File: src/rtl/bram_phase1_arbiter.sv
// -----------------------------------------------------------------------------
// bram_phase1_arbiter
//   Shares the single read port of one phase-1 lookup BRAM between NUM_REQ
//   lookup engines. A round-robin grant picks one requester per cycle. The
//   accepted address goes straight to the BRAM, and the result comes back one
//   cycle later, tagged with the requester index. Addresses at or above DEPTH
//   are not sent to the BRAM. They are answered with rsp_err=1 and data 0.
//
// Ports
//   clka        clock (shared with the BRAM)
//   rsta        synchronous reset, active-high
//   req_valid   per-requester request valid
//   req_ready   per-requester accept (one-hot or zero)
//   req_addr    packed request addresses; requester i uses [i*AW +: AW]
//   rsp_valid   response valid
//   rsp_ready   response accept
//   rsp_id      index of the requester that owns the response
//   rsp_data    lookup result (0 when rsp_err=1)
//   rsp_err     the request address was >= DEPTH
//   bram_ena    BRAM read enable
//   bram_addra  BRAM read address
//   bram_douta  BRAM read data (1-cycle latency)
// -----------------------------------------------------------------------------
module bram_phase1_arbiter #(
  parameter int NUM_REQ    = 4,
  parameter int ID_WIDTH   = 2,
  parameter int ADDR_WIDTH = 32,
  parameter int DATA_WIDTH = 32,
  parameter int DEPTH      = 32768
) (
  input  logic                          clka,
  input  logic                          rsta,
  input  logic [NUM_REQ-1:0]            req_valid,
  output logic [NUM_REQ-1:0]            req_ready,
  input  logic [NUM_REQ*ADDR_WIDTH-1:0] req_addr,
  output logic                          rsp_valid,
  input  logic                          rsp_ready,
  output logic [ID_WIDTH-1:0]           rsp_id,
  output logic [DATA_WIDTH-1:0]         rsp_data,
  output logic                          rsp_err,
  output logic                          bram_ena,
  output logic [ADDR_WIDTH-1:0]         bram_addra,
  input  logic [DATA_WIDTH-1:0]         bram_douta
);

  localparam logic [ADDR_WIDTH-1:0] DEPTH_C = ADDR_WIDTH'(DEPTH);

  logic [ID_WIDTH-1:0]   ptr_r;        // index of the last accepted requester
  logic                  rsp_valid_r;
  logic [ID_WIDTH-1:0]   rsp_id_r;
  logic                  rsp_err_r;
  logic [ADDR_WIDTH-1:0] addr_last_r;  // address driven in the last granted cycle

  logic                  grant_vld_s;
  logic [ID_WIDTH-1:0]   grant_idx_s;
  logic [ADDR_WIDTH-1:0] grant_addr_s;
  logic                  issue_ok_s;
  logic                  accept_s;
  logic                  in_range_s;

  // Round-robin search: the scan runs from the farthest slot to the nearest
  // slot, so the nearest valid slot after ptr_r is the one that remains.
  always_comb begin
    grant_vld_s = 1'b0;
    grant_idx_s = '0;
    for (int k = NUM_REQ; k >= 1; k--) begin
      if (req_valid[(int'(ptr_r) + k) % NUM_REQ]) begin
        grant_vld_s = 1'b1;
        grant_idx_s = ID_WIDTH'((int'(ptr_r) + k) % NUM_REQ);
      end else begin
        grant_vld_s = grant_vld_s;
      end
    end
  end

  // Handshake decode and BRAM port drive for the granted requester.
  always_comb begin
    grant_addr_s = req_addr[int'(grant_idx_s)*ADDR_WIDTH +: ADDR_WIDTH];
    issue_ok_s   = !rsp_valid_r || rsp_ready;
    accept_s     = grant_vld_s && issue_ok_s && !rsta;
    in_range_s   = (grant_addr_s < DEPTH_C);
    req_ready    = '0;
    if (accept_s) begin
      req_ready[grant_idx_s] = 1'b1;
    end else begin
      req_ready = '0;
    end
    bram_ena = accept_s && in_range_s;
    if (grant_vld_s) begin
      bram_addra = grant_addr_s;
    end else begin
      bram_addra = addr_last_r;
    end
  end

  // Response data: the BRAM holds douta while ena=0, so the data is stable
  // for as long as the response is stalled.
  always_comb begin
    if (rsp_err_r) begin
      rsp_data = '0;
    end else begin
      rsp_data = bram_douta;
    end
    rsp_valid = rsp_valid_r;
    rsp_id    = rsp_id_r;
    rsp_err   = rsp_err_r;
  end

  // Pointer and response state. An accept overrides a consume in the same
  // cycle, which keeps one response in flight at full throughput.
  always_ff @(posedge clka) begin
    if (rsta) begin
      ptr_r       <= ID_WIDTH'(NUM_REQ - 1);
      rsp_valid_r <= 1'b0;
      rsp_id_r    <= '0;
      rsp_err_r   <= 1'b0;
    end else if (accept_s) begin
      ptr_r       <= grant_idx_s;
      rsp_valid_r <= 1'b1;
      rsp_id_r    <= grant_idx_s;
      rsp_err_r   <= !in_range_s;
    end else if (rsp_ready) begin
      rsp_valid_r <= 1'b0;
    end else begin
      rsp_valid_r <= rsp_valid_r;
    end
  end

  // Keeps the address on the BRAM port steady when no one is granted.
  always_ff @(posedge clka) begin
    addr_last_r <= bram_addra;
  end

endmodule

File: config.mk
export PLATFORM = sky130hd
export DESIGN_NAME = bram_phase1_arbiter
export DESIGN_NICKNAME = d
export VERILOG_FILES = /design/src/rtl/bram_phase1_arbiter.sv
export SDC_FILE = /design/constraint.sdc
export NUM_CORES = 1
export LEC_CHECK = 0
export BUFFER_PORTS_ARGS = -buffer_cell sky130_fd_sc_hd__buf_2
export CAP_MARGIN = 30
export CORE_AREA = 3 3 92 94
export CTS_CLUSTER_DIAMETER = 80
export DETAILED_ROUTE_END_ITERATION = 8
export DIE_AREA = 0 0 95 97
export PLACE_DENSITY = 0.74
export SLEW_MARGIN = 20
export SYNTH_ARGS = -nofsm -noshare
export SYNTH_HDL_FRONTEND = slang
export SYNTH_SLANG_ARGS = --single-unit
File: constraint.sdc
create_clock -name clka -period 6.5 [get_ports clka]
set_clock_uncertainty 0.15 [all_clocks]
set_input_delay 0.65 -clock clka [delete_from_list [all_inputs] [get_ports clka]]
set_output_delay 0.65 -clock clka [all_outputs]
set_load 0.03 [all_outputs]
==> results.md, run 1 <==
Clock network:
- The CTS buffer count is 5.
- The root buffer cell is clkbuf_8.
- The clock reaches the later pin of the worst-skew pair after 0.28 ns.
- The number of setup buffers added after CTS is 0.
- The clock tree from TritonCTS is yes.
- The clock passes through at most 2 buffers.
- After clock tree synthesis, the flow added hold-fix buffers numbering 0.
- Clock-pin slew was measured on the worst setup and hold paths at 0.08 ns.
- The clock sink count is 38.
- Gates resized during post-CTS repair numbered 0.
- The number of levels the H-tree was split into is 2.

Synthesis:
- After synthesis, the share of flip-flops with an asynchronous set or reset is 0%.
- The synthesized area per cell is 9.29 sq um.
- The Yosys step of the flow raised 0 warnings.
- The fraction of the yosys area taken by sequential cells is 28.9%.
- The number of nets in the synthesized netlist is 450.
- The mapped netlist covers 0.00263 sq mm.
- The post-synthesis cell count is 283.
- The number of enable flip-flop cells after synthesis is 0.
- Counting flops and latches in the post-synthesis netlist gives 38.
- The count of different cell masters after synthesis is 28.
- Among all flip-flop cells after synthesis, the most frequent one is dfxtp_1.

Layout:
- The utilization of the core after routing is 52.0%.
- The area added between synthesis and finish is 52.7%.
- The antenna diode count is 0.
- The fraction of final layout cells sized beyond drive strength 1 is 53.8%.
- The count of nets after finishing is 677.

Global route:
- The wire length of the first global-routing pass is 13.1 mm.
- Summed over all layers, the global routing overflow is 0.
- Entering global routing, the biggest net connects 86 pins.
- The initial antenna violation count is 0.
- The via count of the first global-routing pass is 2,997.
- Across every metal layer, demand over resource in global routing totals 17.4%.

Worst setup path:
- The required arrival time at the worst endpoint is 5.70 ns.
- The highest-delay cell along the critical path is or4_1.
- The cell count of the worst reg-to-reg path is 9.
- Among cell families on the critical path, the largest total delay comes from buffers and inverters.
- The sum of buffers and inverters on the critical path is 4.
- The critical path runs through a total of 11 cells.
- Along the worst path, the maximum fanout reaches 55.
- STA classifies the critical path endpoint as an output port.
- The delay of the slowest critical-path stage is 0.57 ns.
- The kind of critical path is in2out.
- The worst setup slack for register-to-register paths is 3.49 ns.
- The critical path goes through buf_2, o21a_1, a211oi_4, buf_4, buf_16, nor2b_1, a211oi_1, a21oi_1, or4_1, nor3_1, buf_2.
- The reg-to-reg startpoint is ptr_r[1]$_SDFFE_PP1P_.
- The worst register-to-register path ends at rsp_err$_SDFFE_PP0P_.
- At the worst endpoint, the arrival time is 3.28 ns.
- STA classifies the critical path startpoint as an input port.
- The most numerous cell type found on the critical path is buf_2.

Worst hold path:
- The hold-critical path depth is 1.
- The start point of the worst hold path is addr_last_r[11]$_DFF_P_.
- The path class of the tightest hold or removal check is reg2reg.
- The worst min-delay path endpoint is addr_last_r[11]$_DFF_P_.

Floorplan:
- The cell row count is 32.
- The starting density of the core is 34.0%.
- The floorplan step defined a die boundary enclosing 0.00922 sq mm.
- The I/O pin total is 240.
- The floorplan step set the die width to 95 um.
- The die boundary height is 97 um.
- The floorplan step defined a core boundary enclosing 0.00773 sq mm.

Timing:
- The total negative slack for setup checks is 0 ns.
- After layout, the minimum clock period comes to 4.08 ns.
- The hold violation total from the final report is 0.
- The number of failing setup endpoints in the final timing report is 0.
- In this run the tightest slew margin relative to its limit is 56.7%.
- The highest achievable clock rate is 245 MHz.
- Setup repair after global routing left no endpoint under its margin.
- Of the available clock period, the critical path in the final layout requires 62.7%.
- The actual transition at the worst max-transition pin is 0.650 ns.
- The count of final max-slew check failures is 0.

Routing:
- The routed wire length is 8.43 mm.
- Detailed routing inserted a total of 2,983 vias.
- The routed wire length per instance is 13.7 um.
- The detailed router finished its first iteration with 28 violations.
- The via density per instance is 4.87.
- The DRC violation count after routing is 0.
- The iteration count of the initial detailed-routing pass is 4.
- The final antenna-violating net count is 0.

Power:
- The ratio of total power to cell area is 257 mW/mm^2.
- The static leakage is 2.09 nW.
- The largest vdd supply drop is 0.000112 V.

Placement:
- The congestion estimate from routability-driven global placement came to 0.802.
- The number of buffer cells added on primary ports is 239.
- The post-DP HPWL is 6.97 mm.

Outcome:
- The flow ran to the end, and the final reports show no timing, DRC or antenna violations.

Flow run:
- The max-cap violation count is 0.
## flip-flops by register name (all words and copies together) (netlist names)
signal	cells
addr_last_r	32
ptr_r	2
rsp_err	1
rsp_id	2
rsp_valid	1
## placed cells by master (no fill, tap or decap), types with 6 or more instances in the layout
cell type	count
mux2i_1	56
nor2_1	7
buf_2	239
a21oi_1	9
mux2_2	17
a211oi_1	33
nor2b_1	52
nand2b_1	6
dfxtp_1	38
a21o_1	16
## stage by stage
step           worst slack [ns]  cell area [sq um]  instances  total power (W)  hold slack [ns]
2_1_floorplan              2.77               2630        283         0.000688            0.379
3_3_place_gp               2.26               3860        603         0.000828            0.277
3_5_place_dp               2.20               3860        603         0.000838            0.281
4_1_cts                    2.19               3970        611          0.00104            0.303
5_1_grt                    2.18               4020        613          0.00110            0.321
6_report                   2.42               4020        613          0.00103            0.300
## worst max path at each step
stage,start,endpoint,slack (ns)
after floorplan,req_valid[1],bram_ena,2.77
after global placement,req_valid[1],bram_ena,2.26
after detailed placement,req_valid[1],bram_ena,2.20
after CTS,req_valid[1],bram_ena,2.19
after global routing,req_valid[1],bram_ena,2.18
final,req_valid[1],bram_ena,2.42
## cells in the mapped netlist (2+ instances only)
cell	instances	share of area (%)
nor3b_2	2	0.95
dfxtp_1	38	29
mux2i_1	56	21
nor4_1	4	0.95
nor2_1	7	1.0
clkbuf_1	10	1.4
a21oi_1	9	1.7
a21o_1	16	4.6
buf_1	2	0.29
buf_4	3	0.86
nor3_1	3	0.57
nand2b_1	6	1.4
nor2b_1	52	12
buf_6	4	1.7
a211oi_2	3	1.4
a211oi_1	33	9.4
mux2_2	17	7.3
buf_2	5	0.95
nand2_1	3	0.43
inv_1	2	0.29
## final cells by class
cell class                      instances  area [sq um]
Fill cell                             733          3710
Multi-Input combinational cell        219          1750
Timing Repair Buffer                  244          1260
Sequential cell                        38           761
Tap cell                              102           128
Clock buffer                            5          68.8
Clock inverter                          3          45.0
Inverter                                2          7.51
## per-layer routing
layer,routed length (um),track usage (%),vias up
met5,0,0,-
met3,800,4.51,8
li1,-,-,1482
met2,4560,34.9,145
met4,82,4.22,0
met1,2980,17.1,1348
## where the power goes
group	internal, W	total, W	switching (W)	leakage [nW]
clock network	0.000114	0.000199	0.0000851	0.0504
registers	0.000288	0.000304	0.0000161	0.320
logic	0.000207	0.000529	0.000323	1.72
total	0.000608	0.00103	0.000424	2.09
## cell families after synthesis
logic type | after synthesis | synth area share [%]
flops | 38 | 28.9
mux | 73 | 28.6
buf+inv | 26 | 5.52
simple gates | 80 | 18.5
compound gates | 66 | 18.5
No activity file was read; power rests on OpenSTA's default activity.
==> run 2, diff against run 1 <==
Settings changed: CORE_AREA 3 3 92 94 to unset, CORE_MARGIN set to 3, CORE_UTILIZATION set to 34, DIE_AREA 0 0 95 97 to unset, PLACE_DENSITY 0.74 to 0.77.
Clock period 6.5 ns to 3.4 ns, I/O delays scaled along.
==> results.md, run 2 (synthesis gave the netlist of run 1 again) <==
Outcome:
- The run finished with clean final reports.

Worst setup path:
- The worst setup path startpoint is ptr_r[1]$_SDFFE_PP1P_.
- The required arrival time at the worst endpoint is 2.91 ns.
- The reg-to-reg startpoint is ptr_r[1]$_SDFFE_PP1P_.
- The kind of start point of the critical path is a register.
- Of all nets on the critical path, the largest fanout is 21.
- The endpoint class of the critical path is an output port.
- The most critical setup path has its endpoint at bram_ena.
- In this run the critical register-to-register path is captured at rsp_err$_SDFFE_PP0P_.
- Data arrives at the worst endpoint at 2.75 ns.
- The kind of critical path is reg2out.
- The worst setup slack for register-to-register paths is 0.75 ns.
- Measured in cells, the most critical reg-to-reg path has a length of 8.

Flow run:
- Max-cap violations in this run came to 0.

Layout:
- The filler cell count is 685.
- The register with the most flip-flops in the layout has 32 of them.
- The post-route netlist has 54.5% of its cells at a drive strength greater than 1.
- The register bank with the most flops is addr_last_r.
- The top cell types in the final layout, fill and taps aside, are 239 x buf_2, 56 x mux2i_1, 52 x nor2b_1.
- The count of nets after finishing is 682.
- Cells fill 55.7% of the core in the end.
- After the flow finishes, the layout carries non-filler instances totaling 615.
- The area added between synthesis and finish is 56.2%.
- The commonest non-fill, non-tap cell in the layout is buf_2.
- After routing the design area is 0.00411 sq mm.
- The antenna diode count is 0.

Clock network:
- In this run the number of H-tree levels came out at 2.
- The later pin in the worst-skew pair is clocked with a latency of 0.28 ns.
- The total of hold buffers inserted after clock tree synthesis is 0.
- The clock sink count is 38.
- The clock transition time at the flip-flop clock pins of the worst setup and hold paths is 0.08 ns.
- The clock tree from TritonCTS is yes.
- The buffer levels on the longest clock path is 2.
- The root buffer cell is clkbuf_8.
- The CTS buffer count is 5.

Global route:
- The wire length of the first global-routing pass is 12.9 mm.
- The maximum number of pins on one net before global-route repair is 46.
- Global routing used 18.1% of the available tracks across all layers.
- The via count of the first global-routing pass is 2,915.
- The initial antenna violation count is 0.
- Summed over all layers, the global routing overflow is 0.

Timing:
- Headroom to the max-slew limit came out at 65.8%.
- The final-layout worst hold slack is 0.180 ns.
- After layout, the worst path uses 95.2% of the clock period.
- The highest achievable clock rate is 309 MHz.
- Setup total negative slack on the finished layout was measured at 0 ns.
- The count of final max-slew check failures is 0.
- The hold violation total from the final report was 0.
- Setup violations remaining at the end of the flow were counted as 0.
- The actual transition at the worst max-transition pin is 0.512 ns.
- Subtracting the final worst setup slack from the clock period gives 3.24 ns.

Placement:
- During placement, the flow inserted port buffers numbering 239.
- After legalization and detailed placement, the total HPWL measured 7.21 mm.
- The number of placed instances, taps included, is 604.
- The global placement routability congestion is 0.822.
- The instance area after placement is 0.00391 sq mm.

Power:
- The largest vdd supply drop is 0.000223 V.
- The static leakage is 2.14 nW.
- The ratio of total power to cell area is 510 mW/mm^2.

Routing:
- The routed wire length is 8.80 mm.
- For this run, design rule violations remaining after detail routing come to 0.
- The routed wire length per instance is 14.3 um.
- The iteration count of the initial detailed-routing pass is 4.
- The first routing iteration left 66 violations.
- The final antenna-violating net count is 0.
- The total via count in the routed design is 2,995.
- The via density per instance is 4.87.

Floorplan:
- The floorplan step defined a die boundary enclosing 0.00883 sq mm.
- For this configuration, the core starts out at a cell density of 35.7%.
- The die extent in x is 94.0 um.
- The placeable core area is 0.00737 sq mm.
- Row generation in the floorplan step produced 31 rows.
- The I/O pin total is 240.
- The floorplan step set the die height to 94.0 um.

Worst hold path:
- The start point of the worst hold path is rsta.
- The tightest min-delay check is of the in2reg type.
run 2: stage by stage:
| stage | worst slack, ns | total power (W) |
|---|---|---|
| 2_1_floorplan | 0.295 | 0.00132 |
| 6_report | 0.163 | 0.00209 |
| 4_1_cts | 0.0589 | 0.00210 |
| 3_5_place_dp | 0.224 | 0.00162 |
| 3_3_place_gp | 0.255 | 0.00160 |
| 5_1_grt | -0.00497 | 0.00222 |
run 2: routing by layer:
| metal | GRT usage (%) | up-vias | routed length (um) |
|---|---|---|---|
| met5 | 0 | - | 0 |
| met4 | 4.93 | 0 | 142 |
| li1 | - | 1484 | - |
| met1 | 18.3 | 1342 | 3090 |
| met3 | 4.33 | 13 | 807 |
| met2 | 36.0 | 156 | 4760 |
run 2: worst min-delay path by stage:
stage,end,slack [ns],cells after the start
6_report,rsp_valid$_SDFFE_PP0P_,0.18,2
5_1_grt,rsp_id[1]$_SDFFE_PP0P_,0.19,2
4_1_cts,rsp_valid$_SDFFE_PP0P_,0.17,2
3_5_place_dp,addr_last_r[1]$_DFF_P_,0.28,1
3_3_place_gp,addr_last_r[6]$_DFF_P_,0.28,1
2_1_floorplan,ptr_r[0]$_SDFFE_PP1P_,0.38,2
run 2: power by group:
group / switching [W] / internal (W)
clock network: 0.000157 / 0.000313
registers: 0.0000337 / 0.000550
logic: 0.000628 / 0.000413
total: 0.000819 / 0.00128
run 2: layout make-up:
cell class | instances | area [sq um] | area share (%)
clock inverters | 2 | 60.1 | 1.46
well taps | 99 | 124 | 3.02
repair buffers | 249 | 1320 | 32.2
inverters | 2 | 7.51 | 0.183
multi-input cells | 219 | 1750 | 42.6
flip-flops and latches | 38 | 761 | 18.5
clock buffers | 6 | 82.6 | 2.01
run 2: worst max-delay path, stage by stage (launching register included):
cell,delay (ns)
dfxtp_1,0.38
o21a_1,0.16
a211oi_4,0.31
buf_12,0.22
mux2i_1,0.26
mux2i_1,0.14
nor4_1,0.37
nand3_1,0.16
nor3_1,0.22
buf_2,0.23
run 2: repair_timing:
item | in CTS | in global routing
endpoints found under the setup margin | 0 | 5
buffers inserted | 0 | 1
resized for setup | 0 | 1
